==> src/rtl/seven_segment_scan_decoder.sv <==
// Passive monitor for a multiplexed six-digit HH:MM:SS seven-segment display bus.
// Each scanned digit is captured once it has settled. Its glyph is decoded back to
// BCD, and complete frames are reported as binary hour/minute/second values.
//
// Ports:
//   clk                      system clock, rising edge
//   reset                    synchronous, active-high reset
//   seven_segment_indicators digit selects, bit 5 = hour tens ... bit 0 = second units
//   digit                    segment byte {dp,g,f,e,d,c,b,a}
//   hour/minute/second       last valid frame, binary
//   dp_mask                  decimal points of the last valid frame, per position
//   frame_valid              pulse: range-checked frame loaded into the outputs
//   frame_changed            pulse with frame_valid when the time differs from the previous frame
//   frame_error              pulse: completed frame had a bad glyph or an out-of-range value
//   stale                    no capture for TIMEOUT_CYCLES (or no valid frame since reset)
module seven_segment_scan_decoder #(
    parameter int unsigned SETTLE_CYCLES  = 4,
    parameter int unsigned TIMEOUT_CYCLES = 100000,
    parameter bit          SEL_ACTIVE_LOW = 1'b1,
    parameter bit          SEG_ACTIVE_LOW = 1'b1
) (
    input  logic       clk,
    input  logic       reset,
    input  logic [5:0] seven_segment_indicators,
    input  logic [7:0] digit,
    output logic [7:0] hour,
    output logic [7:0] minute,
    output logic [7:0] second,
    output logic [5:0] dp_mask,
    output logic       frame_valid,
    output logic       frame_changed,
    output logic       frame_error,
    output logic       stale
);

    localparam int unsigned NPOS   = 6;
    localparam int unsigned SEG_W  = 8;
    localparam int unsigned CNT_W  = 8;
    localparam int unsigned IDLE_W = $clog2(TIMEOUT_CYCLES + 1);

    typedef enum logic [1:0] {
        ST_WAIT   = 2'd0,
        ST_SETTLE = 2'd1,
        ST_HELD   = 2'd2
    } state_t;

    // Input registers and polarity normalisation (1 = active select, 1 = lit segment)
    logic [NPOS-1:0]  sel_q;
    logic [SEG_W-1:0] seg_q;
    logic [NPOS-1:0]  sel_n;
    logic [SEG_W-1:0] seg_n;

    always_ff @(posedge clk) begin
        if (reset) begin
            sel_q <= '0;
            seg_q <= '0;
        end else begin
            sel_q <= seven_segment_indicators;
            seg_q <= digit;
        end
    end

    assign sel_n = SEL_ACTIVE_LOW ? ~sel_q : sel_q;
    assign seg_n = SEG_ACTIVE_LOW ? ~seg_q : seg_q;

    // Glyph decode on g..a: returns {invalid, value}
    function automatic logic [4:0] decode_glyph(input logic [6:0] s);
        logic [4:0] r;
        r = {1'b1, 4'd0};
        case (s)
            7'h3F:        r = {1'b0, 4'd0};
            7'h06:        r = {1'b0, 4'd1};
            7'h5B:        r = {1'b0, 4'd2};
            7'h4F:        r = {1'b0, 4'd3};
            7'h66:        r = {1'b0, 4'd4};
            7'h6D:        r = {1'b0, 4'd5};
            7'h7D:        r = {1'b0, 4'd6};
            7'h07, 7'h27: r = {1'b0, 4'd7};
            7'h7F:        r = {1'b0, 4'd8};
            7'h6F, 7'h67: r = {1'b0, 4'd9};
            default:      r = {1'b1, 4'd0};
        endcase
        return r;
    endfunction

    logic [4:0] dec_c;
    assign dec_c = decode_glyph(seg_n[6:0]);

    // Capture FSM
    state_t           state, state_d;
    logic [NPOS-1:0]  smp_sel, smp_sel_d;
    logic [SEG_W-1:0] smp_seg, smp_seg_d;
    logic [CNT_W-1:0] cnt, cnt_d;
    logic             onehot_c;
    logic             same_c;
    logic             capture_c;
    logic             load_c;
    logic [CNT_W:0]   cnt_inc;

    assign onehot_c = (sel_n != '0) && ((sel_n & (sel_n - NPOS'(1))) == '0);
    assign same_c   = (sel_n == smp_sel) && (seg_n == smp_seg);

    always_ff @(posedge clk) begin
        if (reset) begin
            state   <= ST_WAIT;
            smp_sel <= '0;
            smp_seg <= '0;
            cnt     <= '0;
        end else begin
            state   <= state_d;
            smp_sel <= smp_sel_d;
            smp_seg <= smp_seg_d;
            cnt     <= cnt_d;
        end
    end

    always_comb begin
        state_d   = state;
        smp_sel_d = smp_sel;
        smp_seg_d = smp_seg;
        cnt_d     = cnt;
        capture_c = 1'b0;
        load_c    = 1'b0;
        cnt_inc   = (CNT_W+1)'(cnt) + (CNT_W+1)'(1);

        case (state)
            ST_WAIT: begin
                if (onehot_c) load_c = 1'b1;
            end
            ST_SETTLE: begin
                if (!onehot_c) begin
                    state_d = ST_WAIT;
                end else if (same_c) begin
                    cnt_d = cnt_inc[CNT_W-1:0];
                    if (cnt_inc == (CNT_W+1)'(SETTLE_CYCLES)) begin
                        capture_c = 1'b1;
                        state_d   = ST_HELD;
                    end
                end else begin
                    load_c = 1'b1;
                end
            end
            ST_HELD: begin
                if (!onehot_c) begin
                    state_d = ST_WAIT;
                end else if (!same_c) begin
                    load_c = 1'b1;
                end
            end
            default: state_d = ST_WAIT;
        endcase

        // A new one-hot sample counts as the first settle sample
        if (load_c) begin
            smp_sel_d = sel_n;
            smp_seg_d = seg_n;
            cnt_d     = CNT_W'(1);
            if (SETTLE_CYCLES == 1) begin
                capture_c = 1'b1;
                state_d   = ST_HELD;
            end else begin
                state_d = ST_SETTLE;
            end
        end
    end

    // Idle counter: restarts on capture, saturates at the timeout
    logic [IDLE_W-1:0] idle, idle_d;
    logic              timeout_c;

    always_comb begin
        if (capture_c) begin
            idle_d = '0;
        end else if (idle == IDLE_W'(TIMEOUT_CYCLES)) begin
            idle_d = idle;
        end else begin
            idle_d = idle + IDLE_W'(1);
        end
    end

    assign timeout_c = (idle_d == IDLE_W'(TIMEOUT_CYCLES));

    always_ff @(posedge clk) begin
        if (reset) idle <= '0;
        else       idle <= idle_d;
    end

    // Position slots and seen bits
    logic [3:0]      slot_val [NPOS];
    logic [NPOS-1:0] slot_dp;
    logic [NPOS-1:0] slot_bad;
    logic [NPOS-1:0] seen, seen_d;
    logic            frame_done_c;

    assign frame_done_c = (seen == '1);

    always_comb begin
        seen_d = seen;
        if (frame_done_c || timeout_c) seen_d = '0;
        if (capture_c) seen_d = seen_d | sel_n;
    end

    always_ff @(posedge clk) begin
        if (reset) begin
            seen     <= '0;
            slot_dp  <= '0;
            slot_bad <= '0;
            for (int i = 0; i < NPOS; i++) slot_val[i] <= '0;
        end else begin
            seen <= seen_d;
            if (capture_c) begin
                for (int i = 0; i < NPOS; i++) begin
                    if (sel_n[i]) begin
                        slot_val[i] <= dec_c[3:0];
                        slot_dp[i]  <= seg_n[7];
                        slot_bad[i] <= dec_c[4];
                    end
                end
            end
        end
    end

    // Frame evaluation stage
    logic [7:0] hour_c, minute_c, second_c;
    logic       frame_err_c;

    assign hour_c   = 8'(slot_val[5]) * 8'd10 + 8'(slot_val[4]);
    assign minute_c = 8'(slot_val[3]) * 8'd10 + 8'(slot_val[2]);
    assign second_c = 8'(slot_val[1]) * 8'd10 + 8'(slot_val[0]);

    assign frame_err_c = (|slot_bad) || (slot_val[5] > 4'd2) || (hour_c > 8'd23) ||
                         (slot_val[3] > 4'd5) || (slot_val[1] > 4'd5);

    logic       eval_pend;
    logic       eval_err;
    logic [7:0] eval_h, eval_m, eval_s;
    logic [5:0] eval_dp;

    always_ff @(posedge clk) begin
        if (reset) begin
            eval_pend <= 1'b0;
            eval_err  <= 1'b0;
            eval_h    <= '0;
            eval_m    <= '0;
            eval_s    <= '0;
            eval_dp   <= '0;
        end else begin
            eval_pend <= frame_done_c;
            if (frame_done_c) begin
                eval_err <= frame_err_c;
                eval_h   <= hour_c;
                eval_m   <= minute_c;
                eval_s   <= second_c;
                eval_dp  <= slot_dp;
            end
        end
    end

    // Output stage
    logic have_valid;

    always_ff @(posedge clk) begin
        if (reset) begin
            hour          <= '0;
            minute        <= '0;
            second        <= '0;
            dp_mask       <= '0;
            frame_valid   <= 1'b0;
            frame_changed <= 1'b0;
            frame_error   <= 1'b0;
            stale         <= 1'b1;
            have_valid    <= 1'b0;
        end else begin
            frame_valid   <= 1'b0;
            frame_changed <= 1'b0;
            frame_error   <= 1'b0;
            if (eval_pend) begin
                if (eval_err) begin
                    frame_error <= 1'b1;
                end else begin
                    hour          <= eval_h;
                    minute        <= eval_m;
                    second        <= eval_s;
                    dp_mask       <= eval_dp;
                    frame_valid   <= 1'b1;
                    frame_changed <= !have_valid || (eval_h != hour) ||
                                     (eval_m != minute) || (eval_s != second);
                    have_valid    <= 1'b1;
                end
            end
            // Stale holds after reset until a valid frame; later any capture clears it
            if (timeout_c) begin
                stale <= 1'b1;
            end else if (eval_pend && !eval_err) begin
                stale <= 1'b0;
            end else if (capture_c && have_valid) begin
                stale <= 1'b0;
            end
        end
    end

endmodule

==> config.mk <==
export PLATFORM = sky130hd
export DESIGN_NAME = seven_segment_scan_decoder
export DESIGN_NICKNAME = d
export VERILOG_FILES = /design/src/rtl/seven_segment_scan_decoder.sv
export SDC_FILE = /design/constraint.sdc
export NUM_CORES = 1
export LEC_CHECK = 0
export ABC_AREA = 1
export BUFFER_PORTS_ARGS = -buffer_cell sky130_fd_sc_hd__buf_2
export CAP_MARGIN = 20
export CORE_ASPECT_RATIO = 0.9
export CORE_MARGIN = 2
export CORE_UTILIZATION = 55
export DETAILED_ROUTE_END_ITERATION = 16
export PLACE_DENSITY = 0.76
export SLEW_MARGIN = 20
export SYNTH_ARGS = -nofsm -noshare
export SYNTH_HDL_FRONTEND = slang
export SYNTH_SLANG_ARGS = --single-unit
==> constraint.sdc <==
create_clock -name clk -period 2.3 [get_ports clk]
set_input_delay 0.345 -clock clk [delete_from_list [all_inputs] [get_ports clk]]
set_output_delay 0.345 -clock clk [all_outputs]
set_load 0.05 [all_outputs]
Yosys cells after proc, flatten, opt, wreduce, memory -nomap -nowiden
Memories as Yosys holds them, arrays and structs flattened.
Index checks and enable logic that the tools add are counted.
{"block": "word_totals", "register_bits": 140, "ramBits": 24, "in_bits": 16, "output_inout_bits": 34, "wordCells": 193, "n_memories": 1}
{"name": "slot_val", "words": 6, "word_bits": 4, "rd": 6, "rd_clocked_by_memory_dff": 0, "wr": 6, "line_no": "189", "rtl": "logic [3:0] slot_val [NPOS];"}
{"block": "op_classes", "add_sub_neg": 6, "n_mul": 3, "magnitude_cmp": 4, "eq_ne": 30, "muxes": 59, "bitwise": 13, "n_reduce_logical": 40}
{"operator": "$eq A7 B7 Y1 const B", "count": 8}
{"operator": "$pmux W5 S10", "count": 1}
{"operator": "$mux W1", "count": 42}
{"operator": "$eq A17 B17 Y1 const B", "count": 2}
{"operator": "$mux W17", "count": 2}
{"operator": "$add A8 B4 Y8", "count": 3}
{"operator": "$mux W4", "count": 6}
{"operator": "$ne A8 B8 Y1", "count": 3}
{"operator": "$mul A4 B3 Y7 const B", "count": 3}
{"operator": "$add A17 B1 Y17 const B", "count": 1}
{"operator": "$eq A7 B3 Y1 const B", "count": 2}
{"operator": "$eq A7 B6 Y1 const B", "count": 2}
{"operator": "$reduce_and A2 Y1", "count": 7}
{"operator": "$mux W6", "count": 2}
{"operator": "$reduce_or A2 Y1", "count": 6}
{"operator": "$add A8 B1 Y9 const B", "count": 1}
{"operator": "$eq A9 B3 Y1 const B", "count": 1}
{"operator": "$ne A3 B3 Y1 const B", "count": 3}
{"operator": "$eq A8 B8 Y1", "count": 1}
{"operator": "$gt A4 B3 Y1 const B", "count": 2}
{"operator": "$gt A8 B5 Y1 const B", "count": 1}
{"operator": "$logic_or A1 B1 Y1", "count": 8}
{"operator": "$mux W2", "count": 4}
{"operator": "$ne A4 B4 Y1 const B", "count": 2}
{"operator": "other kinds (25)", "count": 42}

Logic depth before layout (Yosys ltp)
{"block": "logic_depth", "word_depth": 13, "ltp_mapped": 13, "ltp_nobuf": 13}

Worst setup path before layout
Ideal clock, no wire load.
{"block": "synth_timing", "path_type": "register -> register", "start": "memory slot_val[5][1]", "end": "register eval_err", "setup_ns": 0.121, "arrival_ns": 2.062, "required_time_ns": 2.179, "slack_ns": 0.117, "stages_incl_launch_ff": 10, "path_buffers": 0, "synth_period_minus_slack_ns": 2.183, "path_cell_list": "edfxtp_1 -> ha_1 -> ha_1 -> inv_1 -> fa_1 -> xnor2_1 -> nand3_1 -> xor2_1 -> nor4_1 -> nor2_1"}
{"item": "start, declared", "line_no": "189"}
{"item": "end signal, assigned", "line_no": "250", "rtl": "eval_err <= frame_err_c;"}
{"item": "end, declared", "line_no": "235", "rtl": "logic eval_err;"}

==> results.txt <==
The class of the most critical setup path is reg2reg. The number of antenna violations at the first check in global routing came out at 0. At the pin with the least slew margin, the transition time is 0.6790 ns. 50 I/O pins were placed. Setup repair after global routing could not meet its margin everywhere. The total routing usage reported by global routing is 23.80%. The filler cell count is 1215. The initial utilization of the core area, before any placement, comes to 56.90%.

The number of flops mapped to enable cells by yosys came out at 24. The arrival time of data at the critical path endpoint is 2.63 ns. The cell type of the slowest stage on the worst timing path is fa_1. The synthesized design spends more area on one cell type than any other, namely dfxtp_1. 0 antenna diodes ended up in the layout. The total power consumption of the routed design is 6.520 mW. Counting the buffers created by CTS gives 17.

The residual antenna-violating net count after detailed routing is 0. The sequential element share of the synthesized area came out at 43.73%. For this design the total switching power over the nets is 1.448 mW. The tightest min-delay check is of the in2reg type. In this run switching power makes up 22.21% of total power. The via count of the first global-routing pass is 6454. The area of the core region is 14160 um^2. Averaged over all synthesized cells, the footprint is 7.710 um^2. The number of nets handed over by synthesis was 1095.

The total count of hold-check failures in the final report came out at 0. The clock tree root driver cell is clkbuf_16. The maximum count of clock buffers along a single path is 2. The worst register-to-register path begins at slot_val[5][1]$_SDFFCE_PN0P_.

In this run the most critical hold path is launched from seven_segment_indicators[2]. The async set-reset flop share out of synthesis came out at 0%. The clock latency on the worst-skew pair came out at 0.43 ns. The fraction of power consumed by sequential logic came out at 45.8%. The total number of clock tree sinks came out at 164. The highest clock rate came out at 432.3 MHz. The remaining max-slew budget at the tightest pin came out at 54.68%.

The violation count after the first detailed-route iteration is 562. The number of cell instances on the worst register-to-register path came out at 10. The global-route wire length before repair is 30.18 mm. The setup total negative slack came out at -0.01319 ns.

In this run the cell area of the synthesized design comes to 8056 um^2. In this run the worst setup path terminates at eval_err$_SDFFE_PP0P_. The run finished, with violations left.

The overall die height is 118.8 um. The worst reg2reg path endpoint is eval_err$_SDFFE_PP0P_. The part of the total power dissipated in the clock network came out at 47.6%. The synthesis-stage register bit count is 164. The largest fanout on the critical path came out at 2. After synthesis, the largest area contributor takes up 34.79% of total cell area. The smallest hold slack came out at 0.1146 ns. The count of buffers added on input and output ports is 49. Among all flip-flop cells after synthesis, the most frequent one is dfxtp_1.

The power per cell area is 700.8 nW/um^2. The fraction of power consumed by combinational cells is 6.5%. The critical path endpoint category is a register. The data required time of the worst path came out at 2.61 ns. For this run, the number of Yosys warnings is 0. By area the synthesized netlist is led by dfxtp_1 (35%), edfxtp_1 (8.9%), nor2_1 (8.9%), nand2_1 (7.2%), inv_1 (5.7%).

The number of nets at the end of the flow is 1153. The final reports fail on negative setup slack. For this run the aggregate overflow at the end of global routing stands at 0. Entering global routing, the biggest net connects 97 pins. The setup check on the worst reg-to-reg path leaves a slack of -0.01 ns.

The routed via count divided by cell count came out at 5.288. The maximum vdd drop came out at 0.5276 mV. TritonCTS built the clock tree.

The largest stage delay on the critical path came out at 0.54 ns. The count of maximum capacitance violations is 0. Leaving out fill and tap cells, the most frequent cell in the layout is nor2_1. The portion of the clock cycle consumed by the worst path in the final layout is 100.6%. In this run, post-CTS hold repair placed 0 buffers. The depth of the CTS H-tree came out at 4.

The sort of element at the start of the critical path is a register. The number of remaining DRC errors came out at 0. The average routed wire per standard cell is 13.71 um. The final core utilization came out at 65.70%. The post-layout instance count excluding filler cells is 1309. The horizontal die dimension came out at 131.6 um. The critical path starts at slot_val[5][1]$_SDFFCE_PN0P_.

The cell-internal power came out at 5.072 mW. The cell total after placement is 1273. In the final layout, the share of cells above drive strength 1 is 13.89%. The leakage power total is 4.066 nW. The unique cell type count in the Yosys netlist is 52. The final weighted congestion of routability-driven global placement is 0.9201. The detailed-placement wirelength estimate came out at 12.43 mm. The post-CTS clock slew at the launch and capture registers of the worst setup and hold paths came out at 0.07 ns. The floorplan has 41 rows.

Compared with the post-synthesis result, the final layout area differs by 15.47%. The final setup violation count is 1. The total iterations of the first detailed-routing run is 5. The final layout contains routed wiring with a total length of 17.95 mm. The total via count after detailed routing is 6922.

The signal on the critical path passes through ha_4 -> ha_4 -> inv_2 -> fa_1 -> inv_2 -> xor2_2 -> nor2_1 -> nand2_1 -> nor4_2 -> nor2_1. The final-report max-slew violation count came out at 0. Subtracting the final worst setup slack from the clock period gives 2.313 ns. The die covers 15630 um^2. The final worst-path setup slack came out at -0.01319 ns. The number of stages on the worst hold path is 3. The worst-case clock skew came out at 0.009403 ns. In the layout the commonest cells are nor2_1 (190), nand2_1 (153), dfxtp_1 (139).

The cell count after synthesis is 1045.
how the worst min path moves through the flow:
stage	end	slack [ns]
3_3_place_gp	frame_error$_SDFF_PP0_	0.43
4_1_cts	seg_q[7]$_SDFF_PP0_	0.10
2_1_floorplan	frame_error$_SDFF_PP0_	0.41
5_1_grt	seg_q[7]$_SDFF_PP0_	0.12
6_report	sel_q[2]$_SDFF_PP0_	0.11
3_5_place_dp	frame_error$_SDFF_PP0_	0.43
worst max-delay path: cells and delay by family (launching register included):
family,cells,cell delay (ns)
XOR/XNOR,1,0.17
buffers and inverters,2,0.09
adder cells (fa/ha/maj),3,0.96
flip-flops,1,0.44
AND/OR/NAND/NOR,4,0.53
cell type report:
type | count | area [um^2] | share of cell area [%]
well taps | 193 | 241.5 | 2.596
inverters | 129 | 484.2 | 5.205
repair buffers | 70 | 415.4 | 4.465
flip-flops and latches | 164 | 3525 | 37.89
clock inverters | 12 | 201.4 | 2.165
multi-input cells | 721 | 3989 | 42.88
clock buffers | 20 | 446.7 | 4.802
stage by stage:
| stage | instance area [um^2] | setup WS (ns) |
|---|---|---|
| finish | 9303 | -0.01319 |
| global route | 9303 | -0.1151 |
| CTS | 9196 | 0.04419 |
| detailed placement | 8548 | 0.05607 |
| global placement | 8548 | 0.1123 |
| floorplan | 8056 | 0.1168 |
Yosys cell counts, types with 5 or more instances:
cell and instances:
nor4_1 9, nand3_1 55, or2_2 5, inv_2 7, o21ai_1 19, fa_1 6
xor2_1 29, inv_1 122, ha_1 28, nand3_2 7, o21ai_0 75, xnor2_1 8
nor3_1 12, nor2_1 191, edfxtp_1 24, a21oi_1 54, nand2_1 154, clkbuf_1 24
dfxtp_1 140, nand4_1 22
registers in the layout (all words and copies together) (netlist names), 2 cells and up:
register,flops
eval_s,8
seen,6
idle,17
eval_dp,6
seg_q,8
eval_h,8
dp_mask,6
smp_sel,6
slot_val,24
sel_q,6
second,8
cnt,8
minute,8
slot_dp,6
slot_bad,6
smp_seg,8
state,2
hour,8
eval_m,8
cell families (layout without fill, tap and decap cells):
kind of cell / Yosys count / in the layout / share of synthesized area, %
buf+inv: 160 / 231 / 7.687
fa+ha+maj: 34 / 34 / 5.840
compound gates: 168 / 168 / 11.37
xor+xnor: 37 / 37 / 4.022
simple gates: 482 / 482 / 27.35
flops: 164 / 164 / 43.73
power by group through the flow:
stage	registers (mW)	clock network, mW	logic, mW
floorplan	3.04	0	0.284
global placement	3.05	0	0.378
detailed placement	3.05	0	0.388
CTS	2.99	3.14	0.396
global route	2.99	3.25	0.484
finish	2.99	3.11	0.426
metal layers:
layer	vias to the layer above	part of all wire (%)	global-route usage [%]	wire, um
li1	3531	-	-	-
met1	3185	46	31.03	8329
met2	178	47	39.40	8416
met3	28	4.9	4.853	871
met4	0	1.8	8.492	331
met5	-	0	0	0
timing repair:
item,CTS,global route
endpoints found under the setup margin,0,25
gates resized for setup,0,15
setup buffers,0,4
Note: power is estimated with default switching activity, not from simulation.
